File: config.mk
export PLATFORM = sky130hd
export DESIGN_NAME = mul_div_unit
export DESIGN_NICKNAME = d
export VERILOG_FILES = /design/src/rtl/mdu_pkg.sv /design/src/rtl/mdu_iter_core.sv /design/src/rtl/mul_div_unit.sv
export SDC_FILE = /design/constraint.sdc
export NUM_CORES = 1
export LEC_CHECK = 0
export BUFFER_PORTS_ARGS = -buffer_cell sky130_fd_sc_hd__buf_2
export CORE_ASPECT_RATIO = 1.4
export CORE_UTILIZATION = 65
export CTS_CLUSTER_DIAMETER = 80
export CTS_CLUSTER_SIZE = 25
export DETAILED_ROUTE_END_ITERATION = 10
export PLACE_DENSITY = 0.9
export SLEW_MARGIN = 30
export SYNTH_ARGS = -nofsm -noshare
export SYNTH_HDL_FRONTEND = slang
export SYNTH_SLANG_ARGS = --single-unit
File: constraint.sdc
create_clock -name clk -period 7.7 [get_ports clk]
set_input_delay 1.155 -clock clk [delete_from_list [all_inputs] [get_ports clk]]
set_output_delay 1.155 -clock clk [all_outputs]
set_load 0.02 [all_outputs]
File: src/rtl/mdu_pkg.sv
// Shared encodings for the iterative RV32M multiply/divide unit.
package mdu_pkg;

  localparam logic [2:0] MDU_MUL    = 3'b000;
  localparam logic [2:0] MDU_MULH   = 3'b001;
  localparam logic [2:0] MDU_MULHSU = 3'b010;
  localparam logic [2:0] MDU_MULHU  = 3'b011;
  localparam logic [2:0] MDU_DIV    = 3'b100;
  localparam logic [2:0] MDU_DIVU   = 3'b101;
  localparam logic [2:0] MDU_REM    = 3'b110;
  localparam logic [2:0] MDU_REMU   = 3'b111;

  typedef enum logic [1:0] {
    S_IDLE = 2'd0,
    S_CALC = 2'd1,
    S_FIX  = 2'd2,
    S_DONE = 2'd3
  } state_t;

  // Divide/remainder ops all have funct3[2] set.
  function automatic logic op_is_div(input logic [2:0] f);
    return f[2];
  endfunction

endpackage

File: src/rtl/mdu_iter_core.sv
// One radix-2 step: shift-add for multiply, restoring shift-subtract for divide.
module mdu_iter_core #(
  parameter int XLEN = 32
) (
  input  logic            is_div,
  input  logic [XLEN-1:0] acc,
  input  logic [XLEN-1:0] q,
  input  logic [XLEN-1:0] opd,
  output logic [XLEN-1:0] acc_next,
  output logic [XLEN-1:0] q_next
);

  logic [XLEN:0] sum_s;
  logic [XLEN:0] rem_sh_s;
  logic [XLEN:0] diff_s;

  // Compute both step flavours and pick one; {acc,q} is the working pair.
  always_comb begin
    sum_s    = {1'b0, acc} + (q[0] ? {1'b0, opd} : {(XLEN+1){1'b0}});
    rem_sh_s = {acc, q[XLEN-1]};
    diff_s   = rem_sh_s - {1'b0, opd};
    if (is_div) begin
      if (!diff_s[XLEN]) begin
        acc_next = diff_s[XLEN-1:0];
        q_next   = {q[XLEN-2:0], 1'b1};
      end else begin
        acc_next = rem_sh_s[XLEN-1:0];
        q_next   = {q[XLEN-2:0], 1'b0};
      end
    end else begin
      acc_next = sum_s[XLEN:1];
      q_next   = {sum_s[0], q[XLEN-1:1]};
    end
  end

endmodule

File: src/rtl/mul_div_unit.sv
// Iterative RV32M multiply/divide unit with start/busy/done handshake.
// Operands are reduced to magnitudes on accept and the sign is restored in FIX.
module mul_div_unit
  import mdu_pkg::*;
#(
  parameter int XLEN = 32
) (
  input  logic            clk,
  input  logic            rst,
  input  logic            start,
  input  logic [2:0]      funct3,
  input  logic [XLEN-1:0] op1,
  input  logic [XLEN-1:0] op2,
  input  logic            kill,
  output logic            ready,
  output logic            busy,
  output logic            done,
  output logic [XLEN-1:0] result
);

  localparam int CW = $clog2(XLEN);
  localparam logic [XLEN-1:0] ALL_ONES = {XLEN{1'b1}};
  localparam logic [XLEN-1:0] MIN_VAL  = {1'b1, {(XLEN-1){1'b0}}};

  function automatic logic [XLEN-1:0] twos(input logic [XLEN-1:0] x);
    return ~x + {{(XLEN-1){1'b0}}, 1'b1};
  endfunction

  state_t          state_r;
  logic [CW-1:0]   cnt_r;
  logic [2:0]      fn_r;
  logic [XLEN-1:0] acc_r;
  logic [XLEN-1:0] q_r;
  logic [XLEN-1:0] opb_r;
  logic            neg_res_r;
  logic            neg_rem_r;

  logic            a_signed_s;
  logic            b_signed_s;
  logic            neg_a_s;
  logic            neg_b_s;
  logic [XLEN-1:0] mag_a_s;
  logic [XLEN-1:0] mag_b_s;
  logic            div_zero_s;
  logic            ovf_s;
  logic [XLEN-1:0] acc_nxt_s;
  logic [XLEN-1:0] q_nxt_s;
  logic [2*XLEN-1:0] prod_s;
  logic [2*XLEN-1:0] prod_fix_s;
  logic [XLEN-1:0] quo_fix_s;
  logic [XLEN-1:0] rem_fix_s;
  logic [XLEN-1:0] fix_s;

  // Operand sign handling and special-case detection for an incoming request.
  always_comb begin
    a_signed_s = (funct3 == MDU_MULH) || (funct3 == MDU_MULHSU) ||
                 (funct3 == MDU_DIV)  || (funct3 == MDU_REM);
    b_signed_s = (funct3 == MDU_MULH) || (funct3 == MDU_DIV) || (funct3 == MDU_REM);
    neg_a_s    = a_signed_s & op1[XLEN-1];
    neg_b_s    = b_signed_s & op2[XLEN-1];
    mag_a_s    = neg_a_s ? twos(op1) : op1;
    mag_b_s    = neg_b_s ? twos(op2) : op2;
    div_zero_s = op_is_div(funct3) && (op2 == {XLEN{1'b0}});
    ovf_s      = ((funct3 == MDU_DIV) || (funct3 == MDU_REM)) &&
                 (op1 == MIN_VAL) && (op2 == ALL_ONES);
  end

  mdu_iter_core #(.XLEN(XLEN)) u_core (
    .is_div   (op_is_div(fn_r)),
    .acc      (acc_r),
    .q        (q_r),
    .opd      (opb_r),
    .acc_next (acc_nxt_s),
    .q_next   (q_nxt_s)
  );

  // Sign restoration and result selection applied in FIX.
  always_comb begin
    prod_s     = {acc_r, q_r};
    prod_fix_s = neg_res_r ? (~prod_s + {{(2*XLEN-1){1'b0}}, 1'b1}) : prod_s;
    quo_fix_s  = neg_res_r ? twos(q_r) : q_r;
    rem_fix_s  = neg_rem_r ? twos(acc_r) : acc_r;
    case (fn_r)
      MDU_MUL:                        fix_s = prod_fix_s[XLEN-1:0];
      MDU_MULH, MDU_MULHSU, MDU_MULHU: fix_s = prod_fix_s[2*XLEN-1:XLEN];
      MDU_DIV, MDU_DIVU:              fix_s = quo_fix_s;
      MDU_REM, MDU_REMU:              fix_s = rem_fix_s;
      default:                        fix_s = {XLEN{1'b0}};
    endcase
  end

  // Control FSM, iteration registers and registered handshake outputs.
  always_ff @(posedge clk or posedge rst) begin
    if (rst) begin
      state_r   <= S_IDLE;
      cnt_r     <= {CW{1'b0}};
      fn_r      <= 3'b000;
      acc_r     <= {XLEN{1'b0}};
      q_r       <= {XLEN{1'b0}};
      opb_r     <= {XLEN{1'b0}};
      neg_res_r <= 1'b0;
      neg_rem_r <= 1'b0;
      result    <= {XLEN{1'b0}};
      done      <= 1'b0;
      ready     <= 1'b1;
      busy      <= 1'b0;
    end else if (kill) begin
      state_r <= S_IDLE;
      cnt_r   <= {CW{1'b0}};
      done    <= 1'b0;
      ready   <= 1'b1;
      busy    <= 1'b0;
    end else begin
      case (state_r)
        S_IDLE, S_DONE: begin
          done <= 1'b0;
          if (start) begin
            fn_r  <= funct3;
            cnt_r <= {CW{1'b0}};
            ready <= 1'b0;
            busy  <= 1'b1;
            // Special cases preload the answer so FIX passes it straight through.
            if (div_zero_s) begin
              state_r   <= S_FIX;
              q_r       <= ALL_ONES;
              acc_r     <= op1;
              neg_res_r <= 1'b0;
              neg_rem_r <= 1'b0;
            end else if (ovf_s) begin
              state_r   <= S_FIX;
              q_r       <= MIN_VAL;
              acc_r     <= {XLEN{1'b0}};
              neg_res_r <= 1'b0;
              neg_rem_r <= 1'b0;
            end else begin
              state_r   <= S_CALC;
              q_r       <= mag_a_s;
              acc_r     <= {XLEN{1'b0}};
              opb_r     <= mag_b_s;
              neg_res_r <= neg_a_s ^ neg_b_s;
              neg_rem_r <= neg_a_s;
            end
          end else begin
            state_r <= S_IDLE;
            ready   <= 1'b1;
            busy    <= 1'b0;
          end
        end
        S_CALC: begin
          acc_r <= acc_nxt_s;
          q_r   <= q_nxt_s;
          if (cnt_r == CW'(XLEN-1)) begin
            cnt_r   <= {CW{1'b0}};
            state_r <= S_FIX;
          end else begin
            cnt_r <= cnt_r + {{(CW-1){1'b0}}, 1'b1};
          end
        end
        S_FIX: begin
          result  <= fix_s;
          done    <= 1'b1;
          ready   <= 1'b1;
          busy    <= 1'b0;
          state_r <= S_DONE;
        end
        default: begin
          state_r <= S_IDLE;
          done    <= 1'b0;
          ready   <= 1'b1;
          busy    <= 1'b0;
        end
      endcase
    end
  end

endmodule

---- Word-level counts from Yosys, hierarchy flattened ----
Index checks and enable logic that the tools add are counted.
word-level totals
  register bits ........................... 143
  latch bits .............................. 0
  RAM bits ................................ 0
  memory bits (read-only) ................. 0
  input bits .............................. 71
  logic and storage cells ................. 115
  memories ................................ 0
cells by class
  add/subtract/negate cells ............... 8
  multiply operators ...................... 0
  divide/modulo/power cells ............... 0
  $lt $le $gt $ge ......................... 0
  eq/ne operators ......................... 20
  shift-type cells ........................ 0
  multiplexer cells ....................... 40
  bitwise logic cells ..................... 11
  reduce and logical (&&, ||, !) cells .... 24
operators with widths
  cell                     number
  $mux W32                 13
  $add A32 B1 Y32 const B  4
  $not A32 Y32             4
  $pmux W32 S2             2
  $pmux W32 S4             1
  $add A64 B1 Y64 const B  1
  $eq A32 B32 Y1 const B   2
  $mux W64                 1
  $not A64 Y64             1
  $add A32 B33 Y33         1
  $sub A33 B32 Y33         1
  $logic_not A32 Y1        1
  $eq A3 B3 Y1 const B     6
  $mux W5                  3
  $mux W1                  10
  $mux W2                  5
  $pmux W5 S2              1
  $eq A3 B2 Y1 const B     3
  $eq A3 B1 Y1 const B     2
  $logic_or A1 B1 Y1       6
  $ne A3 B3 Y1 const B     2
  $pmux W1 S2              3
  $pmux W2 S3              1
  $reduce_and A3 Y1        2
  17 further kinds         27

---- Longest topological paths before layout ----
  word-level depth ........................ 10
  depth in mapped cells ................... 15
  gate-level depth less buffers ........... 13

---- Modules after synthesis ----
Synthesis repeated with hierarchy kept, for this count alone.
unflattened totals
  cells, all modules ...................... 2040
  area, all modules ....................... 15346.0 um2
modules (own cells, without submodules)
  module         instances  cells each  area each (um2)
  mul_div_unit   1          1352        10525.1
  mdu_iter_core  1          688         4820.9

---- Worst setup path after synthesis ----
No wires, ideal clock.
  path kind ............................... input to register
  start ................................... input op2[12]
  end ..................................... register opb_r[23]
  arrival ................................. 3389 ps
  required time ........................... 7570 ps
  setup slack ............................. 4181 ps
  cell stages on the path ................. 12
  path buffers ............................ 2
  cell sequence ........................... or4_1 nor4_1 and2b_1 nand2_1 nor3_2 nand4b_1 o21ai_2 nor2_1 buf_2 buf_2 nand2_1 o21ai_0
between the ends
  longest elaborated chain between the ends .. 4
RTL lines
  item                                                     RTL line             source
  start, declared                                          mul_div_unit.sv:13   input logic [XLEN-1:0] op2,
  branches (longest 4 deep; another with $add A32 B1 Y32)  -
  end signal, assigned                                     mul_div_unit.sv:100  opb_r <= {XLEN{1'b0}};
  end signal, assigned                                     mul_div_unit.sv:139  opb_r <= mag_b_s;
  end, declared                                            mul_div_unit.sv:34   logic [XLEN-1:0] opb_r;
Several ways; the timed one is not identified.
A chain may end at the register's enable or synchronous reset.

---- Final worst setup path ----
  start ................................... register q_r[0]
  end ..................................... register acc_r[25]
between the ends
  longest elaborated chain between the ends .. 4
RTL lines
  item                    RTL line             source
  start, declared         mul_div_unit.sv:33   logic [XLEN-1:0] q_r;
  start signal, assigned  mul_div_unit.sv:99   q_r <= {XLEN{1'b0}};
  start signal, assigned  mul_div_unit.sv:137  q_r <= mag_a_s;
  start signal, assigned  mul_div_unit.sv:151  q_r <= q_nxt_s;
  $mux W32                mdu_iter_core.sv:19  sum_s = {1'b0, acc} + (q[0] ? {1'b0, opd} : {(XLEN+1){1'b0}});
  $add A32 B33 Y33        mdu_iter_core.sv:19
  $mux W32                mdu_iter_core.sv:22  if (is_div) begin
  $pmux W32 S2            mul_div_unit.sv:114  case (state_r)
  end signal, assigned    mul_div_unit.sv:126  acc_r <= op1;
  end signal, assigned    mul_div_unit.sv:132  acc_r <= {XLEN{1'b0}};
  end signal, assigned    mul_div_unit.sv:138  acc_r <= {XLEN{1'b0}};
  end, declared           mul_div_unit.sv:32   logic [XLEN-1:0] acc_r;
Every way passes these cells.

==> reports/results.txt <==
power per standard cell area -> 514 nW/um^2
violation count after the first detailed-routing iteration -> 1443
wire per inst -> 22.2 um
Port Buf Inserts -> 105
share of final-layout standard cells stronger than drive strength 1 -> 10.9%
post-synth top area share -> 25.2%
reg-to-reg setup timing slack -> 3.19 ns
worst-path cell chain -> inv_1, buf_4, nor2_1, fa_1, a211oi_1, o21ai_0, o311ai_0, a21oi_1, or2_2, a41o_1, a211oi_1, xor2_1, a31o_2, o41ai_1
Worst Hold Path EP -> result[7]
Hold Crit Start -> result[7]
Clock Skews -> 0.00932 ns
count of unique library cells instantiated by Yosys -> 86
critical setup path kind -> flop to flop
number of resized instances in the post-cts repair step -> 0
synthesized area per cell -> 7.67 sq um
DRC violation count after routing -> 0
total of endpoints with negative setup slack in the final report -> 0
most frequently used flop master after synthesis -> sky130_fd_sc_hd__dfrtp_1
Worst Hold Class -> flop to flop
post-synthesis cell count -> 1838
Post-synth ARST share -> 100%
first-pass GRT wire length -> 74600 um
sequential fraction of the synthesis area -> 25.4%
CTS Sinks -> 143
most instantiated cells after synthesis -> 241 x sky130_fd_sc_hd__nand2_1, 175 x sky130_fd_sc_hd__o21ai_0, 142 x sky130_fd_sc_hd__dfrtp_1, 139 x sky130_fd_sc_hd__a21oi_1, 135 x sky130_fd_sc_hd__nor2_1
count of vias placed by the detailed router -> 14445
Max transition margin -> 29.8%
number of core rows -> 63
outcome -> complete, no violations
master of the slowest instance on the critical path -> sky130_fd_sc_hd__o311ai_0
endpoint class of the critical path -> flop
full die area -> 22300 sq um
pin count of the biggest net entering global routing -> 77
initial antenna violation count -> 0
All-Layer GR Usage -> 43.5%
WHS Path Cells -> 2
fin crit period -> 4.51 ns
RD Place Congestion -> 1.02
count of max-cap constraint violations -> 0
final worst setup slack -> 3.19 ns
total number of H-tree levels -> 4
most area-hungry cell type in the Yosys netlist -> sky130_fd_sc_hd__dfrtp_1
number of endpoints with negative hold slack in the final report -> 0
hold_buf cts -> 0
clock tree root buffer cell -> sky130_fd_sc_hd__clkbuf_16
unrepaired setup endpoints after global routing -> no
Startpoint Class -> flop
critical path's most frequent cell -> sky130_fd_sc_hd__a211oi_1
Fillers -> 1758
Least-Margin Pin Slew -> 1.05 ns
vias in the first global route -> 13861
post-synthesis cell area -> 14100 sq um
EDFF count, synth -> 0
drt total wl -> 47200 um
HPWL after detailed placement -> 35800 um
sum of internal, switching and leakage power -> 7.83 mW
Area Growth Syn to Fin -> 8.10%
Syn Nets -> 1984
nets@finish -> 2004
Antenna diodes -> 0
top area cells in the synthesized netlist -> sky130_fd_sc_hd__dfrtp_1 25%, sky130_fd_sc_hd__xnor2_1 7.1%, sky130_fd_sc_hd__ha_1 6.5%, sky130_fd_sc_hd__nand2_1 6.4%, sky130_fd_sc_hd__o21ai_0 6.2%
worst r2r src -> q_r[0]
highest attainable clock frequency -> 0.222 GHz
clock tree from TritonCTS -> built
worst slack after detailed placement -> 3.16 ns
number of cells on the worst reg-to-reg path -> 14
max-slew violation count -> 0
worst reg2reg path endpoint -> acc_r[25]
Crit path required time -> 8.02 ns
number of top-level pins -> 106
clock transition at the register clock pins on the worst setup and hold paths after CTS -> 0.06 ns
largest fanout on the critical path -> 33
core region area -> 21200 sq um
dominant cell by count in the synthesized netlist -> sky130_fd_sc_hd__nand2_1
maximum vdd drop -> 440 uV
CP max stage delay -> 0.66 ns
total clock buffers created by CTS -> 17
leakage power figure -> 6.72 nW
post-detailed-route count of antenna-violating nets -> 0
residual overflow from global routing -> 0
CTS max path bufs -> 2
number of iterations in the first detailed-routing pass -> 5
Initial Utilization -> 66.5%
crit share post-route -> 58.5%
arrival time of the worst setup path -> 4.83 ns
Post-CTS Setup Repair Bufs -> 0
y dimension of the die -> 176 um
clock latency on the worst-skew pair -> 0.46 ns
Die Span X -> 126 um
flip-flop and latch count after synthesis -> 143
average vias per placed instance -> 6.78
number of warning messages in the yosys log -> 0
TNS Setup -> 0 ns
worst max-delay path: cells and delay by family, from the launching register on:
family	cells	cell delay, ns
AOI/OAI and AO/OA	8	2.46
DFF	1	0.43
and+or+nand+nor	2	0.49
xor gates and xnor gates	1	0.11
adders and majority gates	1	0.47
buffers and inverters	2	0.39
layout by cell type, fill, tap and decap left out, types with 17 or more instances in the layout:
cell type	instances
sky130_fd_sc_hd__a211oi_1	30
sky130_fd_sc_hd__a21o_1	37
sky130_fd_sc_hd__a21oi_1	139
sky130_fd_sc_hd__a221oi_1	19
sky130_fd_sc_hd__a31oi_1	23
sky130_fd_sc_hd__buf_2	105
sky130_fd_sc_hd__clkbuf_16	17
sky130_fd_sc_hd__dfrtp_1	141
sky130_fd_sc_hd__ha_1	72
sky130_fd_sc_hd__inv_1	73
sky130_fd_sc_hd__mux2i_1	47
sky130_fd_sc_hd__nand2_1	241
sky130_fd_sc_hd__nand2b_1	25
sky130_fd_sc_hd__nand3_1	31
sky130_fd_sc_hd__nand4_1	17
sky130_fd_sc_hd__nor2_1	131
sky130_fd_sc_hd__nor3_1	31
sky130_fd_sc_hd__nor4_1	20
sky130_fd_sc_hd__o21ai_0	175
sky130_fd_sc_hd__o31ai_1	23
sky130_fd_sc_hd__or3_1	19
sky130_fd_sc_hd__xnor2_1	114
sky130_fd_sc_hd__xor2_1	60
sequential cells by signal, summed over array words and instances (netlist names):
name	count
q_r	32
ready	1
acc_r	32
cnt_r	5
opb_r	32
busy	1
fn_r	3
state_r	2
result	32
neg_res_r	1
neg_rem_r	1
done	1
layout make-up:
type	count	area, sq um	share of cell area (%)
tap	260	325	2.14
multi-input combinational	1502	9760	64.1
inverter	76	290	1.91
clock buffer	19	433	2.84
timing repair buffer	118	647	4.25
sequential	143	3580	23.5
clock inverter	13	189	1.24
worst max path at each step:
| stage | slack, ns | to | cells past startpoint | start |
|---|---|---|---|---|
| 2_1_floorplan | 2.71 | acc_r[0] | 1 | rst |
| 3_3_place_gp | 3.32 | q_r[1] | 10 | op1[4] |
| 3_5_place_dp | 3.16 | acc_r[29] | 10 | op2[2] |
| 4_1_cts | 3.30 | acc_r[25] | 14 | q_r[0] |
| 5_1_grt | 3.03 | acc_r[25] | 14 | q_r[0] |
| 6_report | 3.19 | acc_r[25] | 14 | q_r[0] |
stage by stage:
stage          utilization, %  area [sq um]  hold WS, ns  std cells
2_1_floorplan               -         14100        0.475       1838
3_3_place_gp             68.7         14600        0.458       2098
3_5_place_dp             68.9         14600        0.464       2099
4_1_cts                  71.8         15200        0.478       2131
5_1_grt                  71.8         15200        0.495       2131
6_report                 71.8         15200        0.472       2131
kinds of logic after synthesis:
| kind of cell | Yosys count | synth area share, % |
|---|---|---|
| muxes | 58 | 4.22 |
| DFF | 143 | 25.4 |
| adders and majority gates | 75 | 6.77 |
| buffers and inverters | 193 | 5.44 |
| AOI/OAI and AO/OA | 588 | 26.7 |
| and+or+nand+nor | 607 | 20.7 |
| xor gates and xnor gates | 174 | 10.8 |
metal layers:
| metal | track usage (%) | routed length (um) |
|---|---|---|
| met1 | 47.6 | 17200 |
| met4 | 37.2 | 4360 |
| met2 | 72.1 | 22000 |
| met3 | 8.97 | 3680 |
| met5 | 0 | 0 |
report_power, final:
group	switching (mW)	internal, mW	total [mW]
combinational	3.23	2.03	5.25
clock	0.359	0.542	0.902
sequential	0.589	1.08	1.67
total	4.17	3.65	7.83
No activity file was read; power rests on OpenSTA's default activity.
